--- src/rtl/enigma_pkg.sv ---
// Shared Enigma constants: alphabet size, historical rotor wirings and notches,
// and the role codes that select a rotor's stepping behaviour.
package enigma_pkg;

  localparam int N = 26;
  localparam int W = 5;

  localparam int ROLE_FAST   = 0;
  localparam int ROLE_MIDDLE = 1;
  localparam int ROLE_SLOW   = 2;

  localparam int NOTCH_I   = 16;
  localparam int NOTCH_II  = 4;
  localparam int NOTCH_III = 21;
  localparam int NOTCH_IV  = 9;
  localparam int NOTCH_V   = 25;

  // Leftmost letter of the string is entry 0, stored in the lowest W bits.
  function automatic logic [N*W-1:0] wiring_from_letters(input logic [8*N-1:0] letters);
    logic [N*W-1:0] bits;
    logic [7:0]     ch;
    bits = '0;
    for (int i = 0; i < N; i++) begin
      ch = letters[8*(N-1-i) +: 8];
      bits[W*i +: W] = W'(ch - 8'd65);
    end
    return bits;
  endfunction

  localparam logic [N*W-1:0] ROTOR_I   = wiring_from_letters("EKMFLGDQVZNTOWYHXUSPAIBRCJ");
  localparam logic [N*W-1:0] ROTOR_II  = wiring_from_letters("AJDKSIRUXBLHWTMCQGZNPYFVOE");
  localparam logic [N*W-1:0] ROTOR_III = wiring_from_letters("BDFHJLCPRTXVZNYEIWGAKMUSQO");
  localparam logic [N*W-1:0] ROTOR_IV  = wiring_from_letters("ESOVPZJAYQUIRHXLNFTGKDCMWB");
  localparam logic [N*W-1:0] ROTOR_V   = wiring_from_letters("VZBRGITYUPSDNHLXAWMJQOFECK");

endpackage

--- src/rtl/enigma_mod_addsub.sv ---
// Combinational modulo-N add or subtract of two operands already in 0..N-1,
// using one W+1 bit add/sub followed by a single conditional correction.
module enigma_mod_addsub #(
  parameter int N = 26,
  parameter int W = 5
) (
  input  logic [W-1:0] a,
  input  logic [W-1:0] b,
  input  logic         sub,
  output logic [W-1:0] y
);

  logic [W:0] sum;
  logic [W:0] diff;

  always_comb begin
    sum  = {1'b0, a} + {1'b0, b};
    diff = {1'b0, a} - {1'b0, b};
    y    = '0;
    if (sub) begin
      y = diff[W] ? W'(diff + (W+1)'(N)) : diff[W-1:0];
    end else begin
      y = (sum >= (W+1)'(N)) ? W'(sum - (W+1)'(N)) : sum[W-1:0];
    end
  end

endmodule

--- src/rtl/enigma_rotor_stage.sv ---
// One Enigma rotor slot: loadable wiring and inverse tables, notch-driven stepping
// with middle-rotor double step, and registered forward and reverse substitution.
module enigma_rotor_stage #(
  parameter int N     = 26,
  parameter int W     = 5,
  parameter int NOTCH = 16,
  parameter int ROLE  = 0
) (
  input  logic         clk,
  input  logic         rst,
  input  logic         cfg_we,
  input  logic [W-1:0] cfg_addr,
  input  logic [W-1:0] cfg_data,
  input  logic         pos_load,
  input  logic [W-1:0] pos_in,
  input  logic [W-1:0] ring_in,
  input  logic         key,
  input  logic         step_in,
  output logic         step_out,
  input  logic         in_valid,
  output logic         in_ready,
  input  logic [W-1:0] fwd_in,
  input  logic [W-1:0] rev_in,
  output logic         out_valid,
  output logic [W-1:0] fwd_out,
  output logic [W-1:0] rev_out,
  output logic         err,
  output logic [W-1:0] pos_out
);
  import enigma_pkg::*;

  logic [W-1:0] fwd_tbl_q [N];
  logic [W-1:0] fwd_tbl_d [N];
  logic [W-1:0] inv_tbl_q [N];
  logic [W-1:0] inv_tbl_d [N];

  logic [W-1:0] pos_q, pos_d;
  logic [W-1:0] ring_q, ring_d;
  logic [W-1:0] fwd_out_q, fwd_out_d;
  logic [W-1:0] rev_out_q, rev_out_d;
  logic         out_valid_q, out_valid_d;
  logic         err_q, err_d;

  logic         at_notch, step, accept, fwd_bad, rev_bad;
  logic [W-1:0] s_fwd, s_rev, fwd_idx, rev_idx;
  logic [W-1:0] fwd_map, rev_map, fwd_res, rev_res;

  assign at_notch = (pos_q == W'(NOTCH));

  // A middle rotor sitting on its notch steps itself on a keypress: the double step.
  always_comb begin
    step = step_in;
    if (ROLE == ROLE_FAST) begin
      step = key;
    end else if (ROLE == ROLE_MIDDLE) begin
      step = step_in | (key & at_notch);
    end
  end

  assign step_out = step & at_notch;

  always_comb begin
    pos_d  = pos_q;
    ring_d = ring_q;
    if (pos_load) begin
      pos_d  = pos_in;
      ring_d = ring_in;
    end else if (step) begin
      pos_d = (pos_q == W'(N-1)) ? '0 : pos_q + W'(1);
    end
  end

  always_comb begin
    fwd_tbl_d = fwd_tbl_q;
    inv_tbl_d = inv_tbl_q;
    if (cfg_we && (cfg_addr < W'(N)) && (cfg_data < W'(N))) begin
      fwd_tbl_d[cfg_addr] = cfg_data;
      inv_tbl_d[cfg_data] = cfg_addr;
    end
  end

  enigma_mod_addsub #(.N(N), .W(W)) u_fwd_offset   (.a(pos_q),   .b(ring_q), .sub(1'b1), .y(s_fwd));
  enigma_mod_addsub #(.N(N), .W(W)) u_fwd_index    (.a(fwd_in),  .b(s_fwd),  .sub(1'b0), .y(fwd_idx));
  enigma_mod_addsub #(.N(N), .W(W)) u_fwd_unoffset (.a(fwd_map), .b(s_fwd),  .sub(1'b1), .y(fwd_res));
  enigma_mod_addsub #(.N(N), .W(W)) u_rev_offset   (.a(pos_q),   .b(ring_q), .sub(1'b1), .y(s_rev));
  enigma_mod_addsub #(.N(N), .W(W)) u_rev_index    (.a(rev_in),  .b(s_rev),  .sub(1'b0), .y(rev_idx));
  enigma_mod_addsub #(.N(N), .W(W)) u_rev_unoffset (.a(rev_map), .b(s_rev),  .sub(1'b1), .y(rev_res));

  // Out-of-range symbols can push the index past the table; those results are discarded anyway.
  always_comb begin
    fwd_map = '0;
    rev_map = '0;
    if (fwd_idx < W'(N)) fwd_map = fwd_tbl_q[fwd_idx];
    if (rev_idx < W'(N)) rev_map = inv_tbl_q[rev_idx];
  end

  assign in_ready = ~cfg_we;
  assign accept   = in_valid & in_ready;
  assign fwd_bad  = (fwd_in >= W'(N));
  assign rev_bad  = (rev_in >= W'(N));

  always_comb begin
    out_valid_d = accept;
    err_d       = 1'b0;
    fwd_out_d   = fwd_out_q;
    rev_out_d   = rev_out_q;
    if (accept) begin
      err_d     = fwd_bad | rev_bad;
      fwd_out_d = fwd_bad ? '0 : fwd_res;
      rev_out_d = rev_bad ? '0 : rev_res;
    end
  end

  always_ff @(posedge clk) begin
    if (rst) begin
      for (int i = 0; i < N; i++) begin
        fwd_tbl_q[i] <= W'(i);
        inv_tbl_q[i] <= W'(i);
      end
      pos_q       <= '0;
      ring_q      <= '0;
      fwd_out_q   <= '0;
      rev_out_q   <= '0;
      out_valid_q <= 1'b0;
      err_q       <= 1'b0;
    end else begin
      fwd_tbl_q   <= fwd_tbl_d;
      inv_tbl_q   <= inv_tbl_d;
      pos_q       <= pos_d;
      ring_q      <= ring_d;
      fwd_out_q   <= fwd_out_d;
      rev_out_q   <= rev_out_d;
      out_valid_q <= out_valid_d;
      err_q       <= err_d;
    end
  end

  assign out_valid = out_valid_q;
  assign fwd_out   = fwd_out_q;
  assign rev_out   = rev_out_q;
  assign err       = err_q;
  assign pos_out   = pos_q;

endmodule

--- config.mk ---
export PLATFORM = sky130hd
export DESIGN_NAME = enigma_rotor_stage
export DESIGN_NICKNAME = d
export VERILOG_FILES = /design/src/rtl/enigma_pkg.sv /design/src/rtl/enigma_mod_addsub.sv /design/src/rtl/enigma_rotor_stage.sv
export SDC_FILE = /design/constraint.sdc
export NUM_CORES = 1
export LEC_CHECK = 0
export BUFFER_PORTS_ARGS = -buffer_cell sky130_fd_sc_hd__buf_4
export CAP_MARGIN = 20
export CORE_ASPECT_RATIO = 0.75
export CORE_MARGIN = 2
export CORE_UTILIZATION = 47
export CTS_CLUSTER_SIZE = 40
export DETAILED_ROUTE_END_ITERATION = 12
export GPL_TIMING_DRIVEN = 0
export HOLD_SLACK_MARGIN = 0.15
export MAX_ROUTING_LAYER = met4
export PLACE_DENSITY = 0.65
export SLEW_MARGIN = 15
export SYNTH_ARGS = -nofsm -noshare
export SYNTH_HDL_FRONTEND = slang
export SYNTH_HIERARCHICAL = 1
export SYNTH_SLANG_ARGS = --single-unit
--- constraint.sdc ---
create_clock -name clk -period 6.95 [get_ports clk]
set_clock_uncertainty 0.15 [all_clocks]
set_input_delay 1.0425 -clock clk [delete_from_list [all_inputs] [get_ports clk]]
set_output_delay 1.0425 -clock clk [all_outputs]
set_load 0.02 [all_outputs]
# Word-level counts from Yosys, hierarchy flattened

Index checks and enable logic that the tools add are counted.

Output and inout bits: 19
Input bits: 37
Flip-flop bits (word level): 282

Add/sub/neg operators: 11
Reductions and logical operators: 6
Mux-type cells: 24
Bitwise logic cells: 9
$lt $le $gt $ge: 14
Equality and inequality tests: 2

Operators with widths:

| cell                                                                   | count |
|---|---|
| 130-bit bitwise mux                                                    | 2 |
| 5-bit 2-to-1 mux                                                       | 18 |
| 5-bit binary-select mux with 5-bit select                              | 2 |
| 5-bit demux with 5-bit select                                          | 2 |
| 6-bit >= comparator (second input constant)                            | 4 |
| 5-bit NOT with 6-bit output                                            | 4 |
| 5-bit < comparator (second input constant)                             | 4 |
| 5-bit by 5-bit subtractor with 6-bit output                            | 3 |
| 5-bit adder (second input constant)                                    | 3 |
| 5-bit by 5-bit adder with 6-bit output                                 | 2 |
| 6-bit by 5-bit >= comparator with 1-bit output (second input constant) | 2 |
| 6-bit by 1-bit < comparator with 1-bit output (second input constant)  | 2 |
| 5-bit equality test (second input constant)                            | 2 |
| 5-bit >= comparator (second input constant)                            | 2 |
| 5-bit subtractor (second input constant)                               | 2 |
| 5-bit by 1-bit adder with 5-bit output (second input constant)         | 1 |
| 1-bit logical AND                                                      | 4 |
| 1-bit bitwise AND                                                      | 2 |
| 1-bit NOT                                                              | 2 |
| 2-bit nonzero test                                                     | 1 |
| 2-bit OR reduction                                                     | 1 |
| 1-bit OR                                                               | 1 |

# Longest topological paths before layout

Gate-level depths: netlist (run 1).

Word-level depth: 15
Depth in mapped cells: 37

# By module

The synthesis (run 1) kept the hierarchy.

By module, submodules not included:

| module                                  | cells each | times used | area an instance (sq um) |
|---|---|---|---|
| enigma_rotor_stage                      | 1,326      | 1          | 13,436.6 |
| enigma_mod_addsub at u_fwd_unoffset ... | 90         | 4          | 679.4 |
| enigma_mod_addsub at u_fwd_index ...    | 93         | 2          | 711.9 |

# Worst setup path before layout (run 1)

No wires, ideal clock.

Path kind: register to register
From: register pos_q[2], in the netlist pos_out[2]
To: register fwd_out_q[4], in the netlist fwd_out[4]
Stages on the path, launching flop included: 34
Clock period less this slack: 6.936 ns
Path slack: 0.014 ns
Arrival time: 6.716 ns
Cells stage by stage: dfxtp_1 > ha_1 > buf_6 > a21oi_1 > o21ai_2 > a31oi_1 > xor2_1 > nor2_1 > a31oi_1 > inv_1 > fa_1 > nor3b_1 > a311oi_2 > nand3_2 > nor2b_4 > or3_1 > a31oi_1 > clkbuf_1 > clkbuf_1 > mux4_2 > a21oi_1 > nand4_1 > inv_1 > ha_1 > inv_1 > fa_1 > xor2_1 > a21oi_1 > or3b_1 > nand4_1 > o2111ai_1 > o21ai_0 > nand3_1 > a21oi_1

RTL lines:

| what                                                                                      | RTL line                  | source |
|---|---|---|
| start: declaration                                                                        | enigma_rotor_stage.sv:37  | `logic [W-1:0] pos_q, pos_d;` |
| start signal: assignment                                                                  | enigma_rotor_stage.sv:129 | `pos_q <= pos_d;` |
| 5-bit by 5-bit subtractor with 6-bit output (*)                                           | enigma_mod_addsub.sv:18   | `diff = {1'b0, a} - {1'b0, b};` |
| 5-bit 2-to-1 mux (*)                                                                      | enigma_mod_addsub.sv:21   | `y = diff[W] ? W'(diff + (W+1)'(N)) : diff[W-1:0];` |
| named net s_fwd[1]                                                                        | enigma_rotor_stage.sv:45  | `logic [W-1:0] s_fwd, s_rev, fwd_idx, rev_idx;` |
| 5-bit by 5-bit adder with 6-bit output (*)                                                | enigma_mod_addsub.sv:17   | `sum = {1'b0, a} + {1'b0, b};` |
| 5-bit subtractor / 6-bit by 5-bit >= comparator with 1-bit output (equally long branches) | enigma_mod_addsub.sv:23   | `y = (sum >= (W+1)'(N)) ? W'(sum - (W+1)'(N)) : sum[W-1:0];` |
| 5-bit 2-to-1 mux (*)                                                                      | enigma_mod_addsub.sv:23   |  |
| named net fwd_idx[1]                                                                      | enigma_rotor_stage.sv:45  |  |
| 5-bit NOT with 6-bit output (implied by the code)                                         | enigma_rotor_stage.sv:93  | `if (fwd_idx < W'(N)) fwd_map = fwd_tbl_q[fwd_idx];` |
| 5-bit binary-select mux with 5-bit select                                                 | enigma_rotor_stage.sv:93  |  |
| 5-bit 2-to-1 mux (implied by the code) (2 in series)                                      | enigma_rotor_stage.sv:93  |  |
| 5-bit 2-to-1 mux (*)                                                                      | enigma_rotor_stage.sv:93  |  |
| named net fwd_map[0]                                                                      | enigma_rotor_stage.sv:46  | `logic [W-1:0] fwd_map, rev_map, fwd_res, rev_res;` |
| 5-bit by 5-bit subtractor with 6-bit output (*)                                           | enigma_mod_addsub.sv:18   |  |
| 5-bit adder                                                                               | enigma_mod_addsub.sv:21   |  |
| 5-bit 2-to-1 mux (*)                                                                      | enigma_mod_addsub.sv:21   |  |
| named net fwd_res[4]                                                                      | enigma_rotor_stage.sv:46  |  |
| 5-bit 2-to-1 mux (*)                                                                      | enigma_rotor_stage.sv:109 | `fwd_out_d = fwd_bad ? '0 : fwd_res;` |
| end signal: assignment                                                                    | enigma_rotor_stage.sv:131 | `fwd_out_q <= fwd_out_d;` |
| end: declaration                                                                          | enigma_rotor_stage.sv:39  | `logic [W-1:0] fwd_out_q, fwd_out_d;` |

The timed path passes the listed nets; every way through them passes the cells marked *. The select of a mux whose other input is x is not followed.
A chain may end at the register's enable or synchronous reset.

# Worst setup path after layout (run 1)

From: register pos_q[0], in the netlist pos_out[0]
To: register fwd_out_q[4], in the netlist fwd_out[4]

Cells in the longest elaborated chain, start to end: 15

Ends and longest elaborated chain:

| what                                                 | RTL line |
|---|---|
| 5-bit by 5-bit subtractor with 6-bit output (*)      | enigma_mod_addsub.sv:18 |
| 5-bit adder                                          | enigma_mod_addsub.sv:21 |
| 5-bit 2-to-1 mux (*)                                 | enigma_mod_addsub.sv:21 |
| named net s_fwd[4]                                   | enigma_rotor_stage.sv:45 |
| 5-bit by 5-bit adder with 6-bit output (*)           | enigma_mod_addsub.sv:17 |
| 6-bit by 5-bit >= comparator with 1-bit output (*)   | enigma_mod_addsub.sv:23 |
| 5-bit 2-to-1 mux (*)                                 | enigma_mod_addsub.sv:23 |
| named net fwd_idx[1]                                 | enigma_rotor_stage.sv:45 |
| (+2 left out)                                        | n/a |
| 5-bit 2-to-1 mux (implied by the code) (2 in series) | enigma_rotor_stage.sv:93 |
| 5-bit 2-to-1 mux (*)                                 | enigma_rotor_stage.sv:93 |
| named net fwd_map[0]                                 | enigma_rotor_stage.sv:46 |
| 5-bit by 5-bit subtractor with 6-bit output (*)      | enigma_mod_addsub.sv:18 |
| 5-bit adder                                          | enigma_mod_addsub.sv:21 |
| 5-bit 2-to-1 mux (*)                                 | enigma_mod_addsub.sv:21 |
| named net fwd_res[4]                                 | enigma_rotor_stage.sv:46 |
| 5-bit 2-to-1 mux (*)                                 | enigma_rotor_stage.sv:109 |

Marked as above.

==> results.cfg, run 1 <==
[timing]
fin_crit_sh_pct = 97.9
fmax_ghz = 0.147
layout_min_cycle_time_ns = 6.80
final_hold_viol_count = 0
slew_headroom_pct = 23.9
rsz0062_at_grt = true
finalSetupViolCount = 0
tightest_slew_ns = 1.14
slew_viol_final = 0

[synth]
yosys-top-cells-area = dfxtp_1, mux2i_1, mux4_2
synth-seq-cells = 282
synthArstFlopShare_pct = 0
synth_edf_count = 0
synth_cell_types = 80
syn_area_per_cell_sq_um = 9.39
synth_cells = 1872
synth_top_area_cell = dfxtp_1
yosys.area.top_type_share_pct = 32.1
netlist_area_sq_um = 17600
yosys_warnings = 6
ys.flop_type = dfxtp_1
yosysSeqAreaShare_pct = 32.1

[power]
powerDensity_nw_per_um2 = 387
p_leak_nw = 9.25
power_mw = 8.10
peakVddDrop_mv = 0.271

[final_layout]
final_cell_mix = dfxtp_1, mux2i_1, nor2_1, nand2b_1, buf_4
fin_cells = 2568
drive_gt1_share_pct = 22.0
n_fill_cell = 3288
nets = 2164
syn_to_final_growth_pct = 19.2
final_common_cell = dfxtp_1

[drt]
vias = 14700
drt_wl_total_um = 52800
ant_nets = 0
first_iter_violations = 1183
dr.pass1.iters = 5
drc = 0
wl_per_cell_um = 20.6
via_per_inst = 5.72

[grt]
antenna_found_initial = 1
grt_pass1_vias = 14200
grt_pass1_wl_um = 80500
overflow = 0
grt_max_degree = 17
grtUsageTotal_pct = 27.5

[min_path]
hold_class = register to register
min_from = rev_out[2]
hold_path_depth = 2

[die]
die-area_sq_um = 39000
fp.dieW_um = 227
core-area_sq_um = 36900
io-pin-count = 56
initial_utilization_pct = 47.6
rows = 61
die_height_um = 171

[setup_path]
cp_max_fo = 10
rr_worst_depth = 35
critical_path_class = register to register
crit_top_cell = a21oi_2
arrival_ns = 7.14
slowest_stage = fa_2
required_ns = 7.29
critPathCaptureType = register
critPathMaxStageDelay_ns = 0.44
critPathLaunchType = register
crit_start = pos_out[0]
r2r_start = pos_out[0]

[clocking]
cts_made_buffers = 30
htreeDepth = 1
cts.clk_slew.worst_paths_ns = 0.06
clkLatencyLatePin_ns = 0.61
hold_buffers = 0
clockBufferDepth = 3
cts_root_buf = clkbuf_16
cts_tree = built
clock_sinks = 282

[placed_design]
dp_hpwl_um = 38200
dpl.cell_count = 2463
place.gp.congestion = 0.937
portBuffers = 47

[status]
status = completed

[run]
maxCapViolations = 0
[cell usage after synthesis, types with 15 or more instances]
library cell and number:
inv_1 83, xnor2_1 24, nor2b_1 37, and3_1 17, dfxtp_1 282, nand4_1 19
ha_1 75, o21ai_0 53, nand2_1 62, mux2i_1 273, nand2b_1 140, nand3_2 16
a211o_1 19, xor2_1 18, mux4_2 48, clkbuf_1 80, nand3_1 58, buf_2 28
nor2_1 185, a211oi_1 19, a21oi_1 73, mux2_2 15
[per-stage QoR]
| step | worst slack (ns) | hold WS, ns | instance area [sq um] | TNS [ns] | utilization, % |
|---|---|---|---|---|---|
| finish | 0.145 | 0.301 | 21000 | 0 | 56.7 |
| floorplan | 0.0139 | 0.280 | 17700 | 0 | - |
| CTS | -0.0267 | 0.306 | 20200 | -0.0267 | 54.7 |
| global placement | -1.49 | 0.292 | 18700 | -9.32 | 50.7 |
| detailed placement | -1.60 | 0.298 | 18700 | -10.29 | 50.7 |
| global route | -0.197 | 0.320 | 21000 | -0.506 | 56.7 |
[cell type report]
cell class	count	area, sq um	area share (%)
repair buffers	96	721	3.44
flip-flops and latches	282	5670	27.1
plain buffers	134	764	3.65
clock buffers	42	886	4.23
well taps	504	631	3.01
clock inverters	13	173	0.824
inverters	86	328	1.56
multi-input cells	1410	11800	56.2
diodes	1	2.50	0.0119
[flip-flops by register name (all words and copies together) (netlist names)]
register and flops:
pos_out 5, out_valid 1, inv_tbl_q 130, fwd_tbl_q 130, err 1, ring_q 5, fwd_out 5, rev_out 5
[where the power goes]
part	internal, mW	total (mW)	switching [mW]	leakage, nW
registers	1.65	1.68	0.0285	2.29
logic	2.05	4.72	2.67	6.44
clock network	1.00	1.71	0.705	0.528
total	4.70	8.10	3.40	9.25
[final timing paths]
kind / to / slack (ns)
max reg2reg: fwd_out[4] / 0.15
max: fwd_out[4] / 0.15
min reg2reg: rev_out[2] / 0.30
min: rev_out[2] / 0.30
[routing by layer]
metal / vias to the layer above / share of wire [%] / track usage, %
met3: 60 / 8.3 / 6.61
met5: - / 0 / -
met1: 7276 / 46 / 38.0
li1: 6887 / - / -
met2: 470 / 44 / 41.6
met4: 0 / 1.4 / 4.12
[logic make-up (layout without fill, tap and decap cells)]
kind of cell	count (synthesis)	after routing	share of synthesized area [%]
xor gates and xnor gates	44	44	2.28
DFF	282	282	32.1
other	2	43	0.0427
and+or+nand+nor	614	614	19.1
muxes	340	340	22.9
buffers and inverters	220	371	5.45
adders and majority gates	87	87	6.71
AOI/OAI and AO/OA	283	283	11.4
[critical path, delay by kind of cell, from the launching register on]
kind                     cells  cell delay (ns)
XOR/XNOR                     2             0.40
buffers and inverters        9             0.92
AO/OA/AOI/OAI               11             1.72
flip-flops                   1             0.37
AND/OR/NAND/NOR              7             1.41
multiplexers                 1             0.32
adder cells (fa/ha/maj)      5             1.46
[repair_timing]
action	in CTS	in global routing
setup endpoints to repair	9	8
endpoints found under the hold margin	0	0
setup buffers	15	34
resized for setup	89	121
pin swaps	16	58
(Power assumes the default switching activity.)
==> run 2, diff against run 1 <==
--- a/constraint.sdc
+++ b/constraint.sdc
@@ -3,3 +3,3 @@
 set_input_delay 1.0425 -clock clk [delete_from_list [all_inputs] [get_ports clk]]
 set_output_delay 1.0425 -clock clk [all_outputs]
-set_load 0.02 [all_outputs]
+set_load 0.1 [all_outputs]
==> run 2 against run 1 <==
Compared with the run above:
- clock-buffer cell count unchanged
- die area unchanged
- non-clock buffer count up 29
- core utilization up 0.55 points
- design area up 0.97%
- global-route usage down 0.22 points
- critical path type unchanged
- critical endpoint unchanged
- largest power group unchanged
==> results.cfg, run 2 (synthesis results as in run 1) <==
[status]
status = completed

[clocking]
cts_root_buf = clkbuf_16
cts_tree = built
cts_made_buffers = 29
cts.clk_slew.worst_paths_ns = 0.06
clock_sinks = 282
clockBufferDepth = 3
hold_buffers = 0
clkLatencyLatePin_ns = 0.59
htreeDepth = 1

[power]
powerDensity_nw_per_um2 = 395
p_leak_nw = 9.38
peakVddDrop_mv = 0.229
power_mw = 8.37

[setup_path]
slowest_stage = fa_2
r2r_setup_slack_ns = 0.1
critPathCaptureType = register
cp_num_buf_inv = 7
worst-path-stages = 34
critPathLaunchType = register
r2r_start = ring_q[0]
critPathMaxStageDelay_ns = 0.42
arrival_ns = 7.20
critical_path_class = register to register
cp_max_fo = 8
required_ns = 7.30
cp_top_family = compound AO/OA/AOI/OAI gates
r2r_end = fwd_out[4]
rr_worst_depth = 34

[min_path]
min_from = rev_out[1]
hold-path-endpoint = rev_out[1]
hold_path_depth = 2
hold_class = register to register

[drt]
wl_per_cell_um = 20.2
dr.pass1.iters = 5
ant_nets = 0
via_per_inst = 5.69
drt_wl_total_um = 52500
vias = 14800
drc = 0
first_iter_violations = 1149

[final_layout]
finalCoreUtilization_pct = 57.3
stdcell_area_sq_um = 21200
final_cell_mix = mux2i_1, dfxtp_1, nor2_1, nand2b_1, buf_4
drive_gt1_share_pct = 23.5
nets = 2192
reg_top3 = fwd_tbl_q x130, inv_tbl_q x130
syn_to_final_growth_pct = 20.4

[die]
initial_utilization_pct = 47.6
rows = 61
fp.dieW_um = 227
die-area_sq_um = 39000
core-area_sq_um = 36900
die_height_um = 171
io-pin-count = 56

[placed_design]
pre_cts_slack_ns = -1.62
place.gp.congestion = 0.930
portBuffers = 47
place_area_sq_um = 18700
dp_hpwl_um = 37900

[timing]
fmax_ghz = 0.146
fin_crit_sh_pct = 98.6
rsz0062_at_grt = true
finalSetupViolCount = 0
tightest_slew_ns = 1.05
final_hold_viol_count = 0
setup_ws_ns = 0.0994
slew_headroom_pct = 29.6
slew_viol_final = 0
layout_min_cycle_time_ns = 6.85

[grt]
grt_pass1_vias = 14300
grtUsageTotal_pct = 27.3
grt_max_degree = 16
overflow = 0
grt_pass1_wl_um = 80200
antenna_found_initial = 1

[run]
maxCapViolations = 0
## run 2: routing by layer
metal	global-route usage, %	wire, um	share of wire [%]
met1	37.7	24400	46
met2	40.6	22500	43
met3	6.73	4580	8.7
met4	5.09	1020	1.9
met5	-	0	0
## run 2: stage by stage
step | TNS (ns) | cells | hold WS [ns]
after floorplan | 0 | 1912 | 0.280
final | 0 | 2595 | 0.307
after global placement | -8.47 | 2463 | 0.292
after global routing | -0.610 | 2594 | 0.326
after detailed placement | -9.35 | 2463 | 0.297
after CTS | -0.211 | 2538 | 0.306
## run 2: worst max-delay path by stage
stage / endpoint / startpoint / slack, ns
floorplan: fwd_out[4] / pos_out[1] / 0.009
global placement: fwd_out[4] / ring_q[2] / -1.42
detailed placement: fwd_out[4] / ring_q[2] / -1.62
CTS: fwd_out[4] / ring_q[2] / -0.21
global route: fwd_out[4] / ring_q[0] / -0.19
finish: fwd_out[4] / ring_q[0] / 0.1
## run 2: layout make-up
| cell class | instances | area [sq um] |
|---|---|---|
| clock inverters | 10 | 119 |
| flip-flops and latches | 282 | 5670 |
| well taps | 504 | 631 |
| diodes | 2 | 5.00 |
| repair buffers | 125 | 972 |
| multi-input cells | 1410 | 11800 |
| inverters | 86 | 329 |
| fillers | 3223 | 15800 |
| plain buffers | 134 | 759 |
| clock buffers | 42 | 875 |
## run 2: timing repair
action | CTS | global route
cloned | 0 | 2
buffers inserted | 23 | 53
setup endpoints to repair | 9 | 8
resized for setup | 82 | 131
pin swaps | 19 | 62
## run 2: report_power, final
part	total, mW	internal (mW)	switching [mW]	leakage, nW
clock	1.62	0.947	0.677	0.495
sequential	1.68	1.65	0.0311	2.29
combinational	5.06	2.21	2.85	6.60
total	8.37	4.81	3.56	9.38
## run 2: worst reg2reg max path: cells and delay by family (launching register included)
| kind | cells | cell delay [ns] |
|---|---|---|
| fa+ha+maj | 6 | 1.55 |
| simple gates | 8 | 1.41 |
| xor+xnor | 2 | 0.40 |
| buf+inv | 7 | 0.77 |
| mux | 1 | 0.39 |
| compound gates | 10 | 1.73 |
| flops | 1 | 0.38 |
==> run 3, diff against run 2 <==
Settings changed: PLACE_DENSITY 0.65 to 0.66, SYNTH_HIERARCHICAL 1 to default.
==> run 3 against run 2 <==
Compared with the run above:
- clock-buffer cell count grew 2
- critical endpoint is now fwd_out[4]
- worst hold slack improved by 0.010 ns
- critical path depth is 7 lower
- register-to-register slack gained 0.19 ns
- largest power group unchanged
- combinational power grew 24%
==> results.cfg, run 3 <==
[status]
status = completed

[power]
power_mw = 9.43
p_leak_nw = 6.00
peakVddDrop_mv = 0.533
powerDensity_nw_per_um2 = 592

[drt]
wl_per_cell_um = 20.4
dr.pass1.iters = 5
drc = 0
first_iter_violations = 1092
vias = 11400
via_per_inst = 5.74
ant_nets = 0
drt_wl_total_um = 40700

[final_layout]
final_cell_mix = dfxtp_1, nor2_1, mux2i_1, nand2_1, clkbuf_1
num_antenna_cells = 0
syn_to_final_growth_pct = 14.4
nets = 1655
stdcell_area_sq_um = 15900
n_fill_cell = 2632
reg_top3 = fwd_tbl_q x130, inv_tbl_q x130
final_common_cell = dfxtp_1
drive_gt1_share_pct = 12.6

[die]
rows = 54
io-pin-count = 56
die-area_sq_um = 31000
die_height_um = 153
initial_utilization_pct = 47.8
core-area_sq_um = 29100
fp.dieW_um = 203

[synth]
ys.flop_type = dfxtp_1
yosysSeqAreaShare_pct = 40.6
syn_nets = 1571
syn_area_per_cell_sq_um = 9.30
yosys-top-cells-area = dfxtp_1, mux2i_1, nor2_1
synth_top_area_cell = dfxtp_1
ys_top_cells_by_count = dfxtp_1, mux2i_1, nor2_1
synth_cells = 1496
synthArstFlopShare_pct = 0
yosys_warnings = 0
netlist_area_sq_um = 13900
synth_edf_count = 0
yosys.area.top_type_share_pct = 40.6
synthMostInstantiatedCell = dfxtp_1
synth_cell_types = 64
synth-seq-cells = 282

[grt]
grt_pass1_vias = 10800
antenna_found_initial = 0
grt_pass1_wl_um = 62400
grtUsageTotal_pct = 26.6
grt_max_degree = 15
overflow = 0

[run]
maxCapViolations = 0

[setup_path]
critPathLaunchType = register
r2r_start = pos_out[0]
crit_start = pos_out[0]
cp_num_buf_inv = 4
cp_top_family = adder cells
r2r_setup_slack_ns = 0.29
required_ns = 7.22
crit_top_cell = ha_1
arrival_ns = 6.93
rr_worst_depth = 27
critical_path_class = register to register
worst-path-stages = 27
critPathMaxStageDelay_ns = 0.57
slowest_stage = mux4_1
cp-endpoint = fwd_out[4]
critPathCaptureType = register
cp_max_fo = 5
r2r_end = fwd_out[4]

[timing]
tns_ns = 0
fmax_ghz = 0.150
fin_crit_sh_pct = 95.9
finalSetupViolCount = 0
final_hold_viol_count = 0
tightest_slew_ns = 1.00
layout_min_cycle_time_ns = 6.67
slew_viol_final = 0
setup_ws_ns = 0.285
slew_headroom_pct = 33.2
whs_ns = 0.316

[clocking]
htreeDepth = 1
cts_tree = built
clkLatencyLatePin_ns = 0.56
cts_root_buf = clkbuf_16
cts_made_buffers = 28
cts.clk_slew.worst_paths_ns = 0.06
clockBufferDepth = 3
clock_sinks = 282

[min_path]
min_from = inv_tbl_q[16]
hold_class = register to register

[placed_design]
portBuffers = 45
pre_cts_slack_ns = -0.774
dp_hpwl_um = 29300
place.gp.congestion = 0.961
place_area_sq_um = 14800
[run 3: cell count changes in the layout (fill, tap and decap cells not counted), moves of 28 or more]
cell,before,now
mux4_2,48,17
inv_1,66,27
a211o_1,19,51
conb_1,42,0
ha_1,61,33
nand2b_1,139,8
nand2_1,61,178
a21oi_1,56,19
mux2i_1,272,240
o21ai_0,41,2
buf_4,134,56
nor2_1,185,243
[run 3: worst register-to-register path, cell delays in order (launching register included)]
cell	delay, ns
dfxtp_2	0.38
inv_2	0.08
ha_1	0.20
inv_1	0.09
fa_1	0.53
ha_1	0.33
mux2_2	0.30
ha_1	0.33
xor2_1	0.29
nand2_1	0.16
a311oi_4	0.30
buf_4	0.19
xnor2_4	0.15
buf_12	0.16
mux4_1	0.58
mux2i_2	0.28
o221a_2	0.30
a41oi_1	0.07
ha_1	0.30
nor2b_1	0.13
o21ai_0	0.16
nand2b_1	0.10
a21o_1	0.19
a21o_1	0.25
a211oi_2	0.24
xnor2_1	0.11
a22oi_1	0.14
nor2_1	0.05
[run 3: logic make-up (layout without fill, tap and decap cells)]
logic type | Yosys count | count (layout) | synth area share (%)
multiplexers | 284 | 284 | 22.5
AO/OA/AOI/OAI | 156 | 156 | 9.07
XOR/XNOR | 29 | 29 | 2.12
buffers and inverters | 131 | 236 | 3.87
adder cells (fa/ha/maj) | 38 | 38 | 3.69
flip-flops | 282 | 282 | 40.6
AND/OR/NAND/NOR | 576 | 576 | 18.2
[run 3: layer usage]
layer / track usage (%) / routed length [um] / up-vias / share of wire (%)
met5: - / 0 / - / 0
met4: 6.08 / 823 / 0 / 2.0
met3: 3.54 / 2860 / 72 / 7.0
met2: 37.9 / 17100 / 413 / 42
met1: 39.8 / 20000 / 5571 / 49
li1: - / - / 5382 / -
[run 3: where the power goes]
part	internal (mW)	switching, mW	total, mW	leakage, nW
Clock	0.873	0.644	1.52	0.455
Sequential	1.65	0.0155	1.66	2.28
Combinational	2.54	3.71	6.25	3.27
[run 3: cell type report]
class / instances / area [sq um] / area share, %
clock buffers: 44 / 852 / 5.35
well taps: 392 / 490 / 3.08
inverters: 32 / 120 / 0.754
plain buffers: 98 / 439 / 2.76
flip-flops and latches: 282 / 5650 / 35.5
repair buffers: 55 / 425 / 2.67
clock inverters: 7 / 60.1 / 0.377
multi-input cells: 1083 / 7890 / 49.6
[run 3: how the worst min path moves through the flow]
stage                    end  cells after the start  slack, ns
2_1_floorplan  fwd_tbl_q[20]                      2       0.28
3_3_place_gp   inv_tbl_q[56]                      1       0.29
3_5_place_dp   inv_tbl_q[56]                      1       0.30
4_1_cts        inv_tbl_q[56]                      1       0.32
5_1_grt        inv_tbl_q[19]                      1       0.33
6_report       inv_tbl_q[16]                      1       0.32
[run 3: timing repair]
action                     CTS  global route
setup endpoints to repair    8             8
pin swaps                    1             6
buffers inserted             2             8
hold buffers                 0             0
gates cloned                 0             0
resized for setup            6            43
[run 3: through the flow]
| stage | util [%] | cells |
|---|---|---|
| after floorplan | - | 1496 |
| after global placement | 50.7 | 1933 |
| after detailed placement | 50.7 | 1933 |
| after CTS | 54.0 | 1985 |
| after global routing | 54.7 | 1993 |
| final | 54.7 | 1993 |
